--- src/rtl/ex_cond_stage_if.sv ---
// E-stage inputs and E/M outputs of the condition/flag unit, bundled for the pipeline.
// The DUT uses the slave view; the pipeline (or a bench) uses the master view.
interface ex_cond_stage_if;
  logic [31:0] ALUResultE;
  logic [3:0]  ALUFlagsE;
  logic [3:0]  CondE;
  logic [1:0]  FlagWriteE;
  logic        RegWriteE;
  logic        MemWriteE;
  logic        MemtoRegE;
  logic        PCSrcE;
  logic [31:0] WriteDataE;
  logic [3:0]  WA3E;
  logic        StallE;
  logic        KillE;
  logic [3:0]  Flags;
  logic        CondExE;
  logic        BranchTakenE;
  logic [31:0] ALUResultM;
  logic [31:0] WriteDataM;
  logic [3:0]  WA3M;
  logic        RegWriteM;
  logic        MemWriteM;
  logic        MemtoRegM;
  logic        PCSrcM;

  modport master (
    output ALUResultE, ALUFlagsE, CondE, FlagWriteE, RegWriteE, MemWriteE,
           MemtoRegE, PCSrcE, WriteDataE, WA3E, StallE, KillE,
    input  Flags, CondExE, BranchTakenE, ALUResultM, WriteDataM, WA3M,
           RegWriteM, MemWriteM, MemtoRegM, PCSrcM
  );

  modport slave (
    input  ALUResultE, ALUFlagsE, CondE, FlagWriteE, RegWriteE, MemWriteE,
           MemtoRegE, PCSrcE, WriteDataE, WA3E, StallE, KillE,
    output Flags, CondExE, BranchTakenE, ALUResultM, WriteDataM, WA3M,
           RegWriteM, MemWriteM, MemtoRegM, PCSrcM
  );
endinterface

--- src/rtl/ex_cond_stage.sv ---
// Execute-stage condition unit: owns NZCV, evaluates CondE against it, gates side
// effects and registers the surviving instruction into the E/M pipeline register.
module ex_cond_stage (
  input logic            clk,
  input logic            reset,
  ex_cond_stage_if.slave bus
);
  logic [3:0]  flagReg;
  logic        condPass;
  logic        condExE;
  logic        flagWriteOk;
  logic [31:0] aluResultM;
  logic [31:0] writeDataM;
  logic [3:0]  wa3M;
  logic        regWriteM;
  logic        memWriteM;
  logic        memtoRegM;
  logic        pcSrcM;

  // Decode uses the committed flags, never this instruction's own ALU flags.
  always_comb begin
    condPass = 1'b0;
    case (bus.CondE)
      4'b0000: condPass = flagReg[2];
      4'b0001: condPass = ~flagReg[2];
      4'b0010: condPass = flagReg[1];
      4'b0011: condPass = ~flagReg[1];
      4'b0100: condPass = flagReg[3];
      4'b0101: condPass = ~flagReg[3];
      4'b0110: condPass = flagReg[0];
      4'b0111: condPass = ~flagReg[0];
      4'b1000: condPass = flagReg[1] & ~flagReg[2];
      4'b1001: condPass = ~flagReg[1] | flagReg[2];
      4'b1010: condPass = (flagReg[3] == flagReg[0]);
      4'b1011: condPass = (flagReg[3] != flagReg[0]);
      4'b1100: condPass = ~flagReg[2] & (flagReg[3] == flagReg[0]);
      4'b1101: condPass = flagReg[2] | (flagReg[3] != flagReg[0]);
      4'b1110: condPass = 1'b1;
      default: condPass = 1'b0;
    endcase
  end

  assign condExE     = condPass & ~bus.KillE;
  assign flagWriteOk = condExE & ~bus.StallE;

  // NZ and CV halves commit independently so partial flag setters keep the other pair.
  always_ff @(posedge clk or negedge reset) begin
    if (!reset) begin
      flagReg <= 4'b0000;
    end else if (flagWriteOk) begin
      if (bus.FlagWriteE[1]) flagReg[3:2] <= bus.ALUFlagsE[3:2];
      if (bus.FlagWriteE[0]) flagReg[1:0] <= bus.ALUFlagsE[1:0];
    end
  end

  // Kill beats stall; a failed condition still carries its data but no side effects.
  always_ff @(posedge clk or negedge reset) begin
    if (!reset) begin
      aluResultM <= '0;
      writeDataM <= '0;
      wa3M       <= '0;
      regWriteM  <= 1'b0;
      memWriteM  <= 1'b0;
      memtoRegM  <= 1'b0;
      pcSrcM     <= 1'b0;
    end else if (bus.KillE) begin
      aluResultM <= '0;
      writeDataM <= '0;
      wa3M       <= '0;
      regWriteM  <= 1'b0;
      memWriteM  <= 1'b0;
      memtoRegM  <= 1'b0;
      pcSrcM     <= 1'b0;
    end else if (!bus.StallE) begin
      aluResultM <= bus.ALUResultE;
      writeDataM <= bus.WriteDataE;
      wa3M       <= bus.WA3E;
      regWriteM  <= bus.RegWriteE & condExE;
      memWriteM  <= bus.MemWriteE & condExE;
      memtoRegM  <= bus.MemtoRegE & condExE;
      pcSrcM     <= bus.PCSrcE & condExE;
    end
  end

  assign bus.Flags        = flagReg;
  assign bus.CondExE      = condExE;
  assign bus.BranchTakenE = condExE & bus.PCSrcE;
  assign bus.ALUResultM   = aluResultM;
  assign bus.WriteDataM   = writeDataM;
  assign bus.WA3M         = wa3M;
  assign bus.RegWriteM    = regWriteM;
  assign bus.MemWriteM    = memWriteM;
  assign bus.MemtoRegM    = memtoRegM;
  assign bus.PCSrcM       = pcSrcM;
endmodule

--- src/flat_wrapper.sv ---
// flat-port wrapper written by rule: the top's interface ports become plain ports
module ex_cond_stage_flat 
  (clk, reset, bus_ALUResultE, bus_ALUFlagsE, bus_CondE, bus_FlagWriteE, bus_RegWriteE, bus_MemWriteE, bus_MemtoRegE, bus_PCSrcE, bus_WriteDataE, bus_WA3E, bus_StallE, bus_KillE, bus_Flags, bus_CondExE, bus_BranchTakenE, bus_ALUResultM, bus_WriteDataM, bus_WA3M, bus_RegWriteM, bus_MemWriteM, bus_MemtoRegM, bus_PCSrcM);
  ex_cond_stage_if bus_i ();
  input logic clk;
  input logic reset;
  input wire logic [$bits(bus_i.ALUResultE)-1:0] bus_ALUResultE;
  input wire logic [$bits(bus_i.ALUFlagsE)-1:0] bus_ALUFlagsE;
  input wire logic [$bits(bus_i.CondE)-1:0] bus_CondE;
  input wire logic [$bits(bus_i.FlagWriteE)-1:0] bus_FlagWriteE;
  input wire logic [$bits(bus_i.RegWriteE)-1:0] bus_RegWriteE;
  input wire logic [$bits(bus_i.MemWriteE)-1:0] bus_MemWriteE;
  input wire logic [$bits(bus_i.MemtoRegE)-1:0] bus_MemtoRegE;
  input wire logic [$bits(bus_i.PCSrcE)-1:0] bus_PCSrcE;
  input wire logic [$bits(bus_i.WriteDataE)-1:0] bus_WriteDataE;
  input wire logic [$bits(bus_i.WA3E)-1:0] bus_WA3E;
  input wire logic [$bits(bus_i.StallE)-1:0] bus_StallE;
  input wire logic [$bits(bus_i.KillE)-1:0] bus_KillE;
  output wire logic [$bits(bus_i.Flags)-1:0] bus_Flags;
  output wire logic [$bits(bus_i.CondExE)-1:0] bus_CondExE;
  output wire logic [$bits(bus_i.BranchTakenE)-1:0] bus_BranchTakenE;
  output wire logic [$bits(bus_i.ALUResultM)-1:0] bus_ALUResultM;
  output wire logic [$bits(bus_i.WriteDataM)-1:0] bus_WriteDataM;
  output wire logic [$bits(bus_i.WA3M)-1:0] bus_WA3M;
  output wire logic [$bits(bus_i.RegWriteM)-1:0] bus_RegWriteM;
  output wire logic [$bits(bus_i.MemWriteM)-1:0] bus_MemWriteM;
  output wire logic [$bits(bus_i.MemtoRegM)-1:0] bus_MemtoRegM;
  output wire logic [$bits(bus_i.PCSrcM)-1:0] bus_PCSrcM;
  assign bus_i.ALUResultE = bus_ALUResultE;
  assign bus_i.ALUFlagsE = bus_ALUFlagsE;
  assign bus_i.CondE = bus_CondE;
  assign bus_i.FlagWriteE = bus_FlagWriteE;
  assign bus_i.RegWriteE = bus_RegWriteE;
  assign bus_i.MemWriteE = bus_MemWriteE;
  assign bus_i.MemtoRegE = bus_MemtoRegE;
  assign bus_i.PCSrcE = bus_PCSrcE;
  assign bus_i.WriteDataE = bus_WriteDataE;
  assign bus_i.WA3E = bus_WA3E;
  assign bus_i.StallE = bus_StallE;
  assign bus_i.KillE = bus_KillE;
  assign bus_Flags = bus_i.Flags;
  assign bus_CondExE = bus_i.CondExE;
  assign bus_BranchTakenE = bus_i.BranchTakenE;
  assign bus_ALUResultM = bus_i.ALUResultM;
  assign bus_WriteDataM = bus_i.WriteDataM;
  assign bus_WA3M = bus_i.WA3M;
  assign bus_RegWriteM = bus_i.RegWriteM;
  assign bus_MemWriteM = bus_i.MemWriteM;
  assign bus_MemtoRegM = bus_i.MemtoRegM;
  assign bus_PCSrcM = bus_i.PCSrcM;
  ex_cond_stage u_core (.clk(clk), .reset(reset), .bus(bus_i));
endmodule
--- config.mk ---
export PLATFORM = sky130hd
export DESIGN_NAME = ex_cond_stage_flat
export DESIGN_NICKNAME = d
export VERILOG_FILES = /design/src/rtl/ex_cond_stage_if.sv /design/src/rtl/ex_cond_stage.sv /design/src/flat_wrapper.sv
export SDC_FILE = /design/constraint.sdc
export NUM_CORES = 1
export LEC_CHECK = 0
export CORE_MARGIN = 3
export CORE_UTILIZATION = 50
export CTS_BUF_LIST = sky130_fd_sc_hd__clkbuf_2 sky130_fd_sc_hd__clkbuf_4 sky130_fd_sc_hd__clkbuf_8
export CTS_CLUSTER_DIAMETER = 150
export DETAILED_ROUTE_END_ITERATION = 6
export DONT_BUFFER_PORTS = 1
export HOLD_SLACK_MARGIN = 0.03
export PLACE_DENSITY = 0.66
export SYNTH_ARGS = -nofsm -noshare
export SYNTH_HDL_FRONTEND = slang
export SYNTH_SLANG_ARGS = --single-unit
--- constraint.sdc ---
create_clock -name clk -period 3 [get_ports clk]
set_input_delay 0.3 -clock clk [delete_from_list [all_inputs] [get_ports clk]]
set_output_delay 0.3 -clock clk [all_outputs]
set_load 0.05 [all_outputs]
* Yosys cells after proc, flatten, opt, wreduce, memory -nomap -nowiden
Index checks and enable logic that the tools add are counted.
Storage, ports and cells: input bits 86, bits in registers 76, logic and storage cells 60, output and inout port bits 78
Operators by class: mux-type cells 15, reduce and logical (&&, ||, !) cells 3, eq/ne operators 17, bitwise operators 16
Operators with widths (number):
- $mux W32 | 4
- $eq A4 B4 Y1 const B | 7
- $eq A4 B3 Y1 const B | 4
- $pmux W1 S15 | 1
- $and A1 B1 Y1 | 8
- $eq A4 B2 Y1 const B | 2
- $mux W1 | 8
- $mux W4 | 2
- $not A1 Y1 | 6
- $eq A4 B1 Y1 const B | 1
- $logic_not A4 Y1 | 1
- $reduce_and A2 Y1 | 2
- $ne A2 B1 Y1 const B | 1
- $or A1 B1 Y1 | 2
- $eq A1 B1 Y1 | 1
- $ne A1 B1 Y1 | 1

* Logic depth before layout (Yosys ltp)
Gate-level depths: netlist of run 1.
depth after elaboration 7, mapped depth 6, mapped depth without buffers 5

* Worst setup path before layout of run 1
Ideal clock, no wire load.
path kind reg-to-output, from register u_core.flagReg[3] (netlist: u_core.bus.Flags[3]), to output bus_BranchTakenE, setup slack 824 ps, data required time 2700 ps, arrival 1876 ps, path buffers 0, cell stages (with the launch flop) 6, cells stage by stage dfrtp_1 -> xnor2_1 -> and3_1 -> o311ai_4 -> nand3_1 -> and3_1
Between the ends: longest elaborated chain between the ends 5, elaborated cells between the ends (all ways) 8, those cells by class eq/ne (2); mux (1); bitwise (5)
Ends and longest elaborated chain:
- start: declaration | line ex_cond_stage.sv:8 | logic [3:0] flagReg;
- start signal: assignment | line ex_cond_stage.sv:51 | if (bus.FlagWriteE[1]) flagReg[3:2] <= bus.ALUFlagsE[3:2];
- $ne A1 B1 Y1 / $eq A1 B1 Y1 (equally long branches)
- $or A1 B1 Y1 / $and A1 B1 Y1 (equally long branches) | line ex_cond_stage.sv:37, ex_cond_stage.sv:36
- $pmux W1 S15 * | line ex_cond_stage.sv:23 | case (bus.CondE)
- $and A1 B1 Y1 * | line ex_cond_stage.sv:43 | assign condExE = condPass & ~bus.KillE;
- $and A1 B1 Y1 * | line ex_cond_stage.sv:87 | assign bus.BranchTakenE = condExE & bus.PCSrcE;
- end: declaration | line flat_wrapper.sv:21 | output wire logic [$bits(bus_i.BranchTakenE)-1:0] bus_BranchTakenE;
Every way passes the cells marked *; elsewhere a longest branch is shown, timed or not.

* Worst setup path after layout of run 1
Ends and elaborated chain as after synthesis.

==> results of run 1 <==
## report_power, final
part / leakage, uW / internal, uW / switching [uW]
logic: 0.000694 / 138 / 149
registers: 0.00101 / 1100 / 400
clock network: 0.0000906 / 328 / 364
## repair_timing
item,CTS,global route
setup buffers,0,0
endpoints found under the hold margin,142,0
gates resized for setup,0,0
hold buffers,4,0
## final cells by class
type                       instances  share of cell area, %
clock inverter                     4                  0.739
multi-input combinational        182                   36.7
tap                               75                   2.64
sequential                        76                   53.5
inverter                           2                  0.211
clock buffer                      12                   4.12
timing repair buffer               4                   2.11
## Yosys cell counts (2+ instances only)
cell | n | area (um^2)
a31oi_1 | 4 | 25.0
nor2b_1 | 2 | 12.5
o31ai_1 | 2 | 15.0
nor3b_1 | 2 | 15.0
buf_2 | 8 | 40.0
mux2_1 | 4 | 45.0
dfrtp_1 | 76 | 1900
buf_1 | 3 | 11.3
nor2_1 | 69 | 259
mux2i_1 | 70 | 701
nand2b_1 | 3 | 18.8
and3_1 | 2 | 12.5
inv_1 | 2 | 7.51
a21oi_1 | 2 | 10.0
clkbuf_1 | 8 | 30.0
nand3b_1 | 3 | 22.5
nand3_1 | 4 | 20.0
a22o_1 | 4 | 35.0
## layer usage
metal,global-route usage (%),vias up
li1,-,942
met4,8.09,0
met3,7.76,12
met5,0,-
met1,23.9,986
met2,25.8,113
## flip-flops by register name, summed over array words and instances, names as in the netlist
name / flops
u_core.bus.MemtoRegM: 1
u_core.bus.MemWriteM: 1
u_core.bus.WriteDataM: 32
u_core.bus.Flags: 4
u_core.bus.PCSrcM: 1
u_core.bus.RegWriteM: 1
u_core.bus.WA3M: 4
u_core.bus.ALUResultM: 32
## metrics by stage
step | util [%] | worst slack (ns) | instances
6_report | 57.7 | 0.313 | 355
5_1_grt | 57.7 | 0.180 | 355
4_1_cts | 57.7 | 0.285 | 355
3_5_place_dp | 53.6 | 0.655 | 335
3_3_place_gp | 53.6 | 0.671 | 335
2_1_floorplan | - | 0.824 | 280
## worst max path at each step
stage                                          startpoint                to  slack (ns)  cells after the start
after detailed placement  u_core.bus.Flags[3]$_DFFE_PN0P_  bus_BranchTakenE        0.65                      5
after global placement    u_core.bus.Flags[3]$_DFFE_PN0P_  bus_BranchTakenE        0.67                      5
after CTS                 u_core.bus.Flags[3]$_DFFE_PN0P_  bus_BranchTakenE        0.29                      5
after floorplan           u_core.bus.Flags[3]$_DFFE_PN0P_  bus_BranchTakenE        0.82                      5
final                     u_core.bus.Flags[3]$_DFFE_PN0P_  bus_BranchTakenE        0.31                      5
after global routing      u_core.bus.Flags[3]$_DFFE_PN0P_  bus_BranchTakenE        0.18                      5
## kinds of logic after synthesis
group / count (synthesis)
XOR/XNOR: 2
buffers and inverters: 22
flip-flops: 76
AO/OA/AOI/OAI: 16
AND/OR/NAND/NOR: 90
multiplexers: 74
==> run summary, run 1 <==
The run finished with clean final reports. The vertical die dimension was 87.3 um. Summing the sequential cell areas from Yosys gives 57.6% of the chip area. TritonCTS built the clock tree.

Among the stages of the critical path, the cell type that occurs most often is and3_1. The cell family contributing the most delay on the critical path is simple AND/OR/NAND/NOR gates. Counting the buffers created by CTS gives 9. The run gives 528 as the number of fillers in the final layout.

Setup repair after global routing left no endpoint under its margin. The first global-routing pass estimated 10,600 um of wire. The count of buffers added on input and output ports is 0. The met2 wire length is 3160 um, and the number of violations reported at the end of detailed-routing iteration 0 is 138. The run gives 0.777 as the final estimated routing congestion in global placement.

The number of nets in the synthesized netlist was 366. Via count of the first global-routing pass: 1,978. The most used flip-flop cell after synthesis is dfrtp_1.

The portion of netlist area occupied by mux cells works out to 22.6%. In the final layout, the share of cells above drive strength 1 is 7.50%. In this run the worst path has a maximum fanout of 7. The worst hold path belongs to the class input pin to register.

The run gives 0.317 mV as the peak supply drop. The critical path goes through xnor2_1 -> and3_1 -> o311ai_4 -> nand3_1 -> and3_1. The power density normalized to cell area was 697 mW/mm^2; the largest net degree at the start of global routing was 77. Registers take 0.00190 mm^2.

The path with the worst hold slack has its endpoint at u_core.bus.Flags[3]$_DFFE_PN0P_. For the initial standard-cell utilization of the core, the log shows 53.6%. The startpoint identified for the worst hold timing path is bus_ALUFlagsE[3]. The tools report the critical path startpoint category as a register.

In this run, synthesis produced a sequential element count of 76. The tightest hold path in the finished design has a slack of 0.102 ns. The total area of multi-input combinational cells is 0.00130 mm^2, and the worst-margin pin slew is 0.637 ns.

Measured against its own limit, the worst slew margin works out to 57.6%. The top cell types in the final layout, fill and taps aside, are dfrtp_1, mux2i_1, nor2_1, clkbuf_8. The number of cells on the worst hold path works out to 1. Summing all non-filler instances in the final layout gives an area of 0.00355 mm^2. For this block, the via count after detailed routing is 2,053. The tools report the number of design rule violations left after detail routing as 0. Synthesis produced a netlist whose cell count is 280. By area, the combinational part of the netlist is dominated by multiplexers.

The critical path data arrival time is 2.39 ns, and the area share of xor/xnor cells in the synthesized design is 0.531%. Counting flops with an async set or reset pin after synthesis yields a share of 100%. The critical path endpoint category is a primary output. Summed over all failing endpoints, the final setup total negative slack is 0 ns.

The H-tree was split into 3 levels. The setup path with the least slack is of type register to primary output. The share of the cycle needed by the critical path after routing is 89.6%. For this design the static power due to leakage is 0.00179 uW. The total congestion overflow after global routing is 0. The average instance area after synthesis was 11.8 um^2; the number of enable flip-flop cells after synthesis was 0.

Highest-delay cell along the critical path: dfrtp_1. The tools report the routed length on met3 as 806 um. After Yosys synthesis, and, or, nand and nor cells account for 12.0% of the synthesized area.

Yosys printed 0 warnings. In the final routed layout, each cell accounts on average for 19.7 um. The clock drives 76 sinks. Clock latency on the worst-skew pair, taken at its later pin, is 0.33 ns. After the last flow step, the layout net total stands at 361.

The number of antenna violations at the first check in global routing is 0. Final number of setup-violating endpoints: 0. The die outline width was 87.3 um. The detailed-routing wirelength on met1 was 2890 um; the via density per instance was 5.78. Across the routed clock network, the largest skew measured is 0.00381 ns. Of the total synthesized cell area, the portion taken by full adders, half adders and majority gates is 0%. The longest clock path from root to sink contains 2 buffers. For this run, the detailed router's first-pass iteration total came to 4. The run gives 0 as the max-capacitance violation count. The routed design has 7000 um of wire. The synthesized-area fraction occupied by ao, oa, aoi and oai cells is 4.40%, and the max-slew violation count is 0. Summing all placed instances gives a cell area of 0.00331 mm^2. The total routing usage reported by global routing came out at 18.1%. Number of antenna repair diodes: 0.

The run gives 0.86 ns as the reg2reg setup slack. After clock tree synthesis, the clock-pin slew on the worst setup and hold paths is 0.07 ns. Together, buffers and inverters on the worst path number 0. The core region is 0.00617 mm^2. Leaving out fill and tap cells, the most frequent cell in the layout is dfrtp_1. STA puts the critical path data required time at 2.70 ns. Summed over all nets, the half-perimeter wirelength after detailed placement is 4560 um.

The I/O pin total is 164. In this run the critical register-to-register path is launched from u_core.bus.Flags[3]$_DFFE_PN0P_. The tools report the placement row count as 28.

The area growth from synthesis to layout is 7.65%. The highest cell delay on the worst timing path was 0.75 ns; the number of nets with antenna violations after routing was 0. Routed signal wires occupy layers up through met4.

The die footprint came out at 0.00762 mm^2. The cell area that synthesis handed to floorplanning was 0.00330 mm^2. In this run the critical register-to-register path is captured at u_core.bus.Flags[2]$_DFFE_PN0P_.

The distinct cell type count after synthesis was 30; the number of endpoints with negative hold slack in the final report was 0. Measured in cells, the most critical reg-to-reg path has a length of 5. The worst path needs 2.69 ns of the cycle, external delays included.

For this run, the top clock speed supported by timing is 0.372 GHz. The tree is rooted in a clkbuf_8. Summing internal, switching and leakage power gives 2480 uW.
Note: power is estimated with default switching activity, not from simulation.
==> run 2, diff against run 1 <==
Settings changed: PLACE_DENSITY 0.66 to 0.69.
Clock period 3 ns to 2.2 ns, I/O delays scaled along.
==> run summary, run 2 (synthesized netlist as in run 1, its figures left out) <==
The flow ran to the end, and the final reports show no timing, DRC or antenna violations. The tools report the max-capacitance violation count as 0. In this run the power spent charging and discharging nets is 1280 uW. The run gives 0 as the number of endpoints with negative hold slack in the final report. The critical path crosses 6 cells after its start point.

The count of buffering cells on the critical path with inverters included is 1. On the final layout, the worst clock skew is 0.00129 ns. The clock root buffer is clkbuf_8. Once the floorplan was initialized, standard cells occupied 53.6% of the core. The worst setup path is captured at a primary output.

The run gives 2,140 as the via count of the first global-routing pass. The count of buffers added on input and output ports is 0. The worst path uses 96.1% of the clock period. The critical path startpoint category was a register. Clock-pin slew on the worst setup and hold paths: 0.08 ns.

Cells fill 60.9% of the core in the end. The most frequent standard cell in the layout excluding fill and tap cells is dfrtp_1. In this run, flip-flops and latches consume 52.7% of the power. The area growth from synthesis to layout is 13.8%.

The clock net in this run drives a total of 76 sinks. The type of the worst min-delay path was input pin to register. The number of cells on the worst reg-to-reg path is 5. Among all stages on the critical path, the largest delay is contributed by dfrtp_2.

The max-slew violation count is 0. For the worst-skew pair, the clock arrives at the later sink with an insertion delay of 0.32 ns. The largest delay contributor family on the critical path is simple AND/OR/NAND/NOR gates. TritonCTS built the clock tree. Entering global routing, the biggest net connects 77 pins. The TritonCTS buffer count is 9, and the peak supply drop is 0.544 mV.

The final HPWL from detailed placement is 4750 um. The detailed router finished its first iteration with 80 violations. After detailed routing, the number of remaining DRC violations is 0. The wire length per cell after detailed routing was 19.1 um. Counting instances, the worst hold path has a depth of 2. After floorplanning, the core was divided into 28 placement rows. Leaving out fill and tap cells, the most frequent cells in the layout are dfrtp_1, mux2i_1, nor2_1, clkbuf_8. Summed over all cells, the static leakage comes to 0.00188 uW. For this run, the detailed router's first-pass iteration total came to 4.

The tools report the number of nets in the layout as 377. Traced cell by cell, the critical path runs through xnor2_2 -> and3_4 -> o311ai_4 -> nand3_2 -> and2_4 -> buf_8. The final number of setup-violating endpoints is 0, and the final estimated routing congestion in global placement is 0.796. Across all layers, the routed design uses 2,130 vias.

Internal power comes to 2370 uW. The core region is 0.00617 mm^2. The repair_antennas step left the layout with diodes totalling 0.

The clock tree synthesis step divided the H-tree into 3 levels. By startpoint and endpoint, the worst setup path is classified as register to primary output. The tools report the post-layout total power as 3650 uW. Adding up every negative setup slack in the final design gives 0 ns.

In the global route stage, overall resource usage came out at 18.0%. The post-layout minimum cycle time works out to 2.11 ns. In this run, the clock network consumes 27.7% of the power. The largest fanout on the critical path is 3.

At the worst endpoint, the arrival time is 1.89 ns. For this run, the slowest stage of the critical path takes 0.46 ns. The tools report the die footprint as 0.00762 mm^2. The number of antenna violations at the first check in global routing was 0. Net switching is 35.0% of the power. The run gives 1.98 ns as the data required time of the worst path. The worst slew slack as a fraction of its limit was 63.1%.

Setup repair after global routing left no endpoint under its margin. Global routing finished with a remaining overflow of 0. The I/O pin total was 164; the worst-margin pin slew was 0.551 ns. The number of nets with antenna violations after routing is 0, and the overall routed net length is 7030 um. The power density normalized to cell area came out at 972 mW/mm^2.

The longest clock path from root to sink contains 2 buffers. The fraction of layout instances using a drive strength above 1 is 12.9%. Per report_power, the combinational group accounts for 19.6% of the total.

In this run the horizontal extent of the chip is 87.3 um. The via density per instance is 5.77, and the vertical die dimension is 87.3 um. The global-route wire length before repair was 10,700 um; the timing-limited maximum frequency was 0.473 GHz.
==> run 2: repair_timing <==
action / in CTS / in global routing
setup endpoints to repair: 2 / 2
pin swaps: 1 / 5
buffers inserted: 1 / 3
gates resized for setup: 4 / 8
hold buffers: 10 / 0
endpoints found under the hold margin: 150 / 0
gates cloned: 0 / 0
==> run 2: worst register-to-register path, delay by kind of cell, from the launching register on <==
family | cells | cell delay, ns
AOI/OAI and AO/OA | 3 | 0.87
buffers and inverters | 1 | 0.16
DFF | 1 | 0.44
muxes | 1 | 0.35
==> run 2: power by group through the flow <==
stage | logic, uW | registers, uW | clock network [uW]
after floorplan | 355 | 2040 | 0
after global placement | 536 | 1930 | 0
after detailed placement | 550 | 1940 | 0
after CTS | 645 | 1930 | 1040
after global routing | 765 | 1940 | 1100
final | 715 | 1920 | 1010
==> run 2: final cells by class <==
cell class	instances	area, um^2
inverters	2	7.51
fillers	503	2410
repair buffers	20	221
clock inverters	4	51.3
multi-input cells	182	1340
clock buffers	10	138
flip-flops and latches	76	1900
well taps	75	93.8
==> run 2: path summary, 6_finish.rpt <==
path,startpoint,end,slack [ns]
worst max-delay path,u_core.bus.Flags[0]$_DFFE_PN0P_,bus_CondExE,0.09
worst min-delay path,bus_WriteDataE[8],u_core.bus.WriteDataM[8]$_DFFE_PN0P_,0.04
worst max register to register,u_core.bus.Flags[1]$_DFFE_PN0P_,u_core.bus.Flags[0]$_DFFE_PN0P_,0.26
worst min register to register,u_core.bus.Flags[3]$_DFFE_PN0P_,u_core.bus.Flags[3]$_DFFE_PN0P_,0.59
max in group asynchronous,reset,u_core.bus.MemWriteM$_DFFE_PN0P_,1.46
min in group asynchronous,reset,u_core.bus.WriteDataM[10]$_DFFE_PN0P_,0.43
==> run 2: metal layers <==
layer / vias up / global-route usage [%] / routed length, um
met5: - / 0 / 0
met4: 0 / 6.69 / 55
met3: 5 / 6.81 / 725
met2: 103 / 29.5 / 3530
met1: 1052 / 21.8 / 2720
li1: 970 / - / -
==> run 2: stage by stage <==
step           area (um^2)  hold WS (ns)  cells  setup WS, ns
2_1_floorplan         3300       -0.0756    280         0.104
3_3_place_gp          3350       -0.0742    341         0.307
3_5_place_dp          3350       -0.0744    341         0.267
4_1_cts               3700        0.0305    366        0.0446
5_1_grt               3760        0.0317    369       0.00576
6_report              3760        0.0432    369        0.0854
==> run 3, diff against run 2 <==
Settings changed: CELL_PAD_IN_SITES_DETAIL_PLACEMENT set to 2, CELL_PAD_IN_SITES_GLOBAL_PLACEMENT set to 2, CORE_UTILIZATION 50 to 35, PLACE_DENSITY 0.69 to 0.78, TNS_END_PERCENT set to 50.
==> run summary, run 3 (synthesized netlist as in run 1, its figures left out) <==
The run finished with clean final reports. The tool flagged a number of max-cap violations equal to 0. Number of endpoints with negative hold slack in the final report: 0. Excluding fillers, the count of instances in the completed layout stands at 437. The power density normalized to cell area came out at 909 mW/mm^2.

Critical path data arrival time: 1.94 ns. The final route contains 2,320 vias. The switching power is 1360 uW, and the area growth from synthesis to layout is 25.1%. The first routing iteration left 26 violations.

The worst slack after detailed placement is 0.242 ns. Clock tree synthesis inserted a total of 9 buffers. The tools report the start of the worst register-to-register path as u_core.bus.Flags[3]$_DFFE_PN0P_.

Start-to-end type of the worst setup path: register to primary output. The setup TNS is 0 ns. Input and output buffers added on the ports amount to 0.

The number of cells after detailed placement is 372. The tools report the start point of the critical path as u_core.bus.Flags[3]$_DFFE_PN0P_. The overall routed net length was 9460 um; the total routing usage reported by global routing was 17.4%. The floorplan step set the die height to 103 um. Leaving out fill and tap cells, the most frequent cell in the layout is dfrtp_1. The tools report the total area of multi-input combinational cells as 0.00133 mm^2. The filler cells instantiated in the layout total 868. No sink is reached through more buffers than the 2 on the longest clock path. The via density per instance works out to 5.31. The H-tree was split into 3 levels.

The first detailed-routing pass ran for 4 iterations. Sequential cells burn 51.1% of the power. Per report_power, the clock group accounts for 28.8% of the total. Data required time of the worst path: 1.98 ns.

The timing-limited maximum frequency is 0.462 GHz. The worst hold path belongs to the class input pin to register. 0 antenna diodes ended up in the layout. Max-slew violation count: 0. The run gives 76 as the number of clock sinks seen by CTS.

Summed over all layers, the global routing overflow is 0. Final clock skew: 0.00659 ns. After layout, the worst setup slack is 0.0367 ns. For the die footprint, the log shows 0.0106 mm^2. Entering global routing, the biggest net connects 77 pins. The floorplan step defined a core boundary enclosing 0.00893 mm^2. STA classifies the critical path startpoint as a register.

In this run, the combinational gates consume 20.1% of the power. IR analysis of the VDD net gives a maximum drop of 0.272 mV. The finished cells cover 0.00413 mm^2.

The top cell types in the final layout, fill and taps aside, are dfrtp_1, mux2i_1, nor2_1, dlygate4sd3_1, clkbuf_8. Clock tree synthesis selected as its root buffer the cell clkbuf_8. The via count of the first global-routing pass was 2,653.

The leakage power is 0.00203 uW, and the post-layout minimum cycle time is 2.16 ns. Clock-pin slew was measured on the worst setup and hold paths at 0.09 ns. The final number of setup-violating endpoints is 0. For the number of nets with antenna violations after routing, the log shows 0.

TritonCTS built the clock tree. The tools report the global-route wire length before repair as 14,100 um. After detailed placement, the total cell area comes to 0.00338 mm^2. At the pin with the least slew margin, the transition time is 0.571 ns. At the end of routability-driven placement, the weighted congestion stood at 0.803.

After the last flow step, the layout net total stands at 411. The placement row count is 34, and the number of antenna violations at the first check in global routing is 0. The worst hold path begins at bus_WriteDataE[15]. The final critical path takes up 98.3% of the cycle. The run gives 61.7% as the worst slew slack as a fraction of its limit. Walking the worst path, the cells encountered are xnor2_2 -> and3_1 -> o311ai_4 -> nand3_2 -> and2_4.

Cell internal power was estimated by the tool at 2390 uW. The I/O pin total was 164; the die outline width was 103 um. Cells fill 46.2% of the core in the end. Dividing the detail-routed wire length by the instance count gives 21.6 um. The switching share of power is 36.3%, and the final HPWL from detailed placement is 5560 um. The highest-delay cell along the critical path is dfrtp_2. The fraction of layout instances using a drive strength above 1 came out at 10.0%. STA classifies the critical path endpoint as a primary output.

The highest cell delay on the worst timing path was 0.47 ns. The insertion delay of the later-clocked pin in the worst-skew pair is 0.34 ns. Initial standard-cell utilization of the core: 37.0%. Total area of sequential cells: 0.00190 mm^2.

In the routed design, unresolved DRC markers number 0. Along the worst path, the maximum fanout reaches 6.
-- run 3: critical path: cells and delay by family (launching register included) --
kind            cells  cell delay, ns
xor+xnor            1            0.18
compound gates      1            0.34
simple gates        3            0.63
flops               1            0.47
-- run 3: worst paths after layout --
check	slack, ns	cells past startpoint	end
max	0.04	5	bus_CondExE
min	0.05	2	u_core.bus.WriteDataM[15]$_DFFE_PN0P_
max reg2reg	0.16	6	u_core.bus.Flags[3]$_DFFE_PN0P_
min reg2reg	0.83	2	u_core.bus.Flags[1]$_DFFE_PN0P_
max in group asynchronous	1.42	2	u_core.bus.Flags[3]$_DFFE_PN0P_
min in group asynchronous	0.44	2	u_core.bus.ALUResultM[9]$_DFFE_PN0P_
-- run 3: cell type report --
| type | instances | area share (%) |
|---|---|---|
| sequential | 76 | 46.1 |
| clock buffer | 10 | 3.33 |
| tap | 108 | 3.27 |
| multi-input combinational | 182 | 32.1 |
| timing repair buffer | 54 | 13.5 |
| inverter | 2 | 0.182 |
| clock inverter | 5 | 1.48 |
-- run 3: metrics by stage --
stage / hold slack (ns) / power, uW
floorplan: -0.0756 / 2390
global placement: -0.0738 / 2460
detailed placement: -0.0737 / 2490
CTS: 0.0300 / 3740
global route: 0.0364 / 3940
finish: 0.0479 / 3760
-- run 3: routing by layer --
layer / routed length (um) / vias up / part of all wire, % / track usage (%)
li1: - / 1042 / - / -
met1: 3330 / 1167 / 35 / 18.1
met2: 5260 / 100 / 56 / 33.0
met3: 733 / 11 / 7.8 / 5.07
met4: 131 / 0 / 1.4 / 5.78
met5: 0 / - / 0 / 0
-- run 3: power groups by stage --
stage	sequential, uW	clock, uW	combinational [uW]
3_3_place_gp	1930	0	532
4_1_cts	1920	1120	702
2_1_floorplan	2040	0	355
6_report	1920	1080	755
5_1_grt	1940	1190	813
3_5_place_dp	1940	0	556
-- run 3: repair_timing --
| action | 4_1_cts | 5_1_grt |
|---|---|---|
| resized for setup | 7 | 1 |
| setup buffers | 0 | 3 |
| hold buffers | 45 | 2 |
| setup endpoints to repair | 2 | 2 |
| pin swaps | 0 | 2 |
| cloned | 0 | 0 |
| hold endpoints to repair | 151 | 2 |
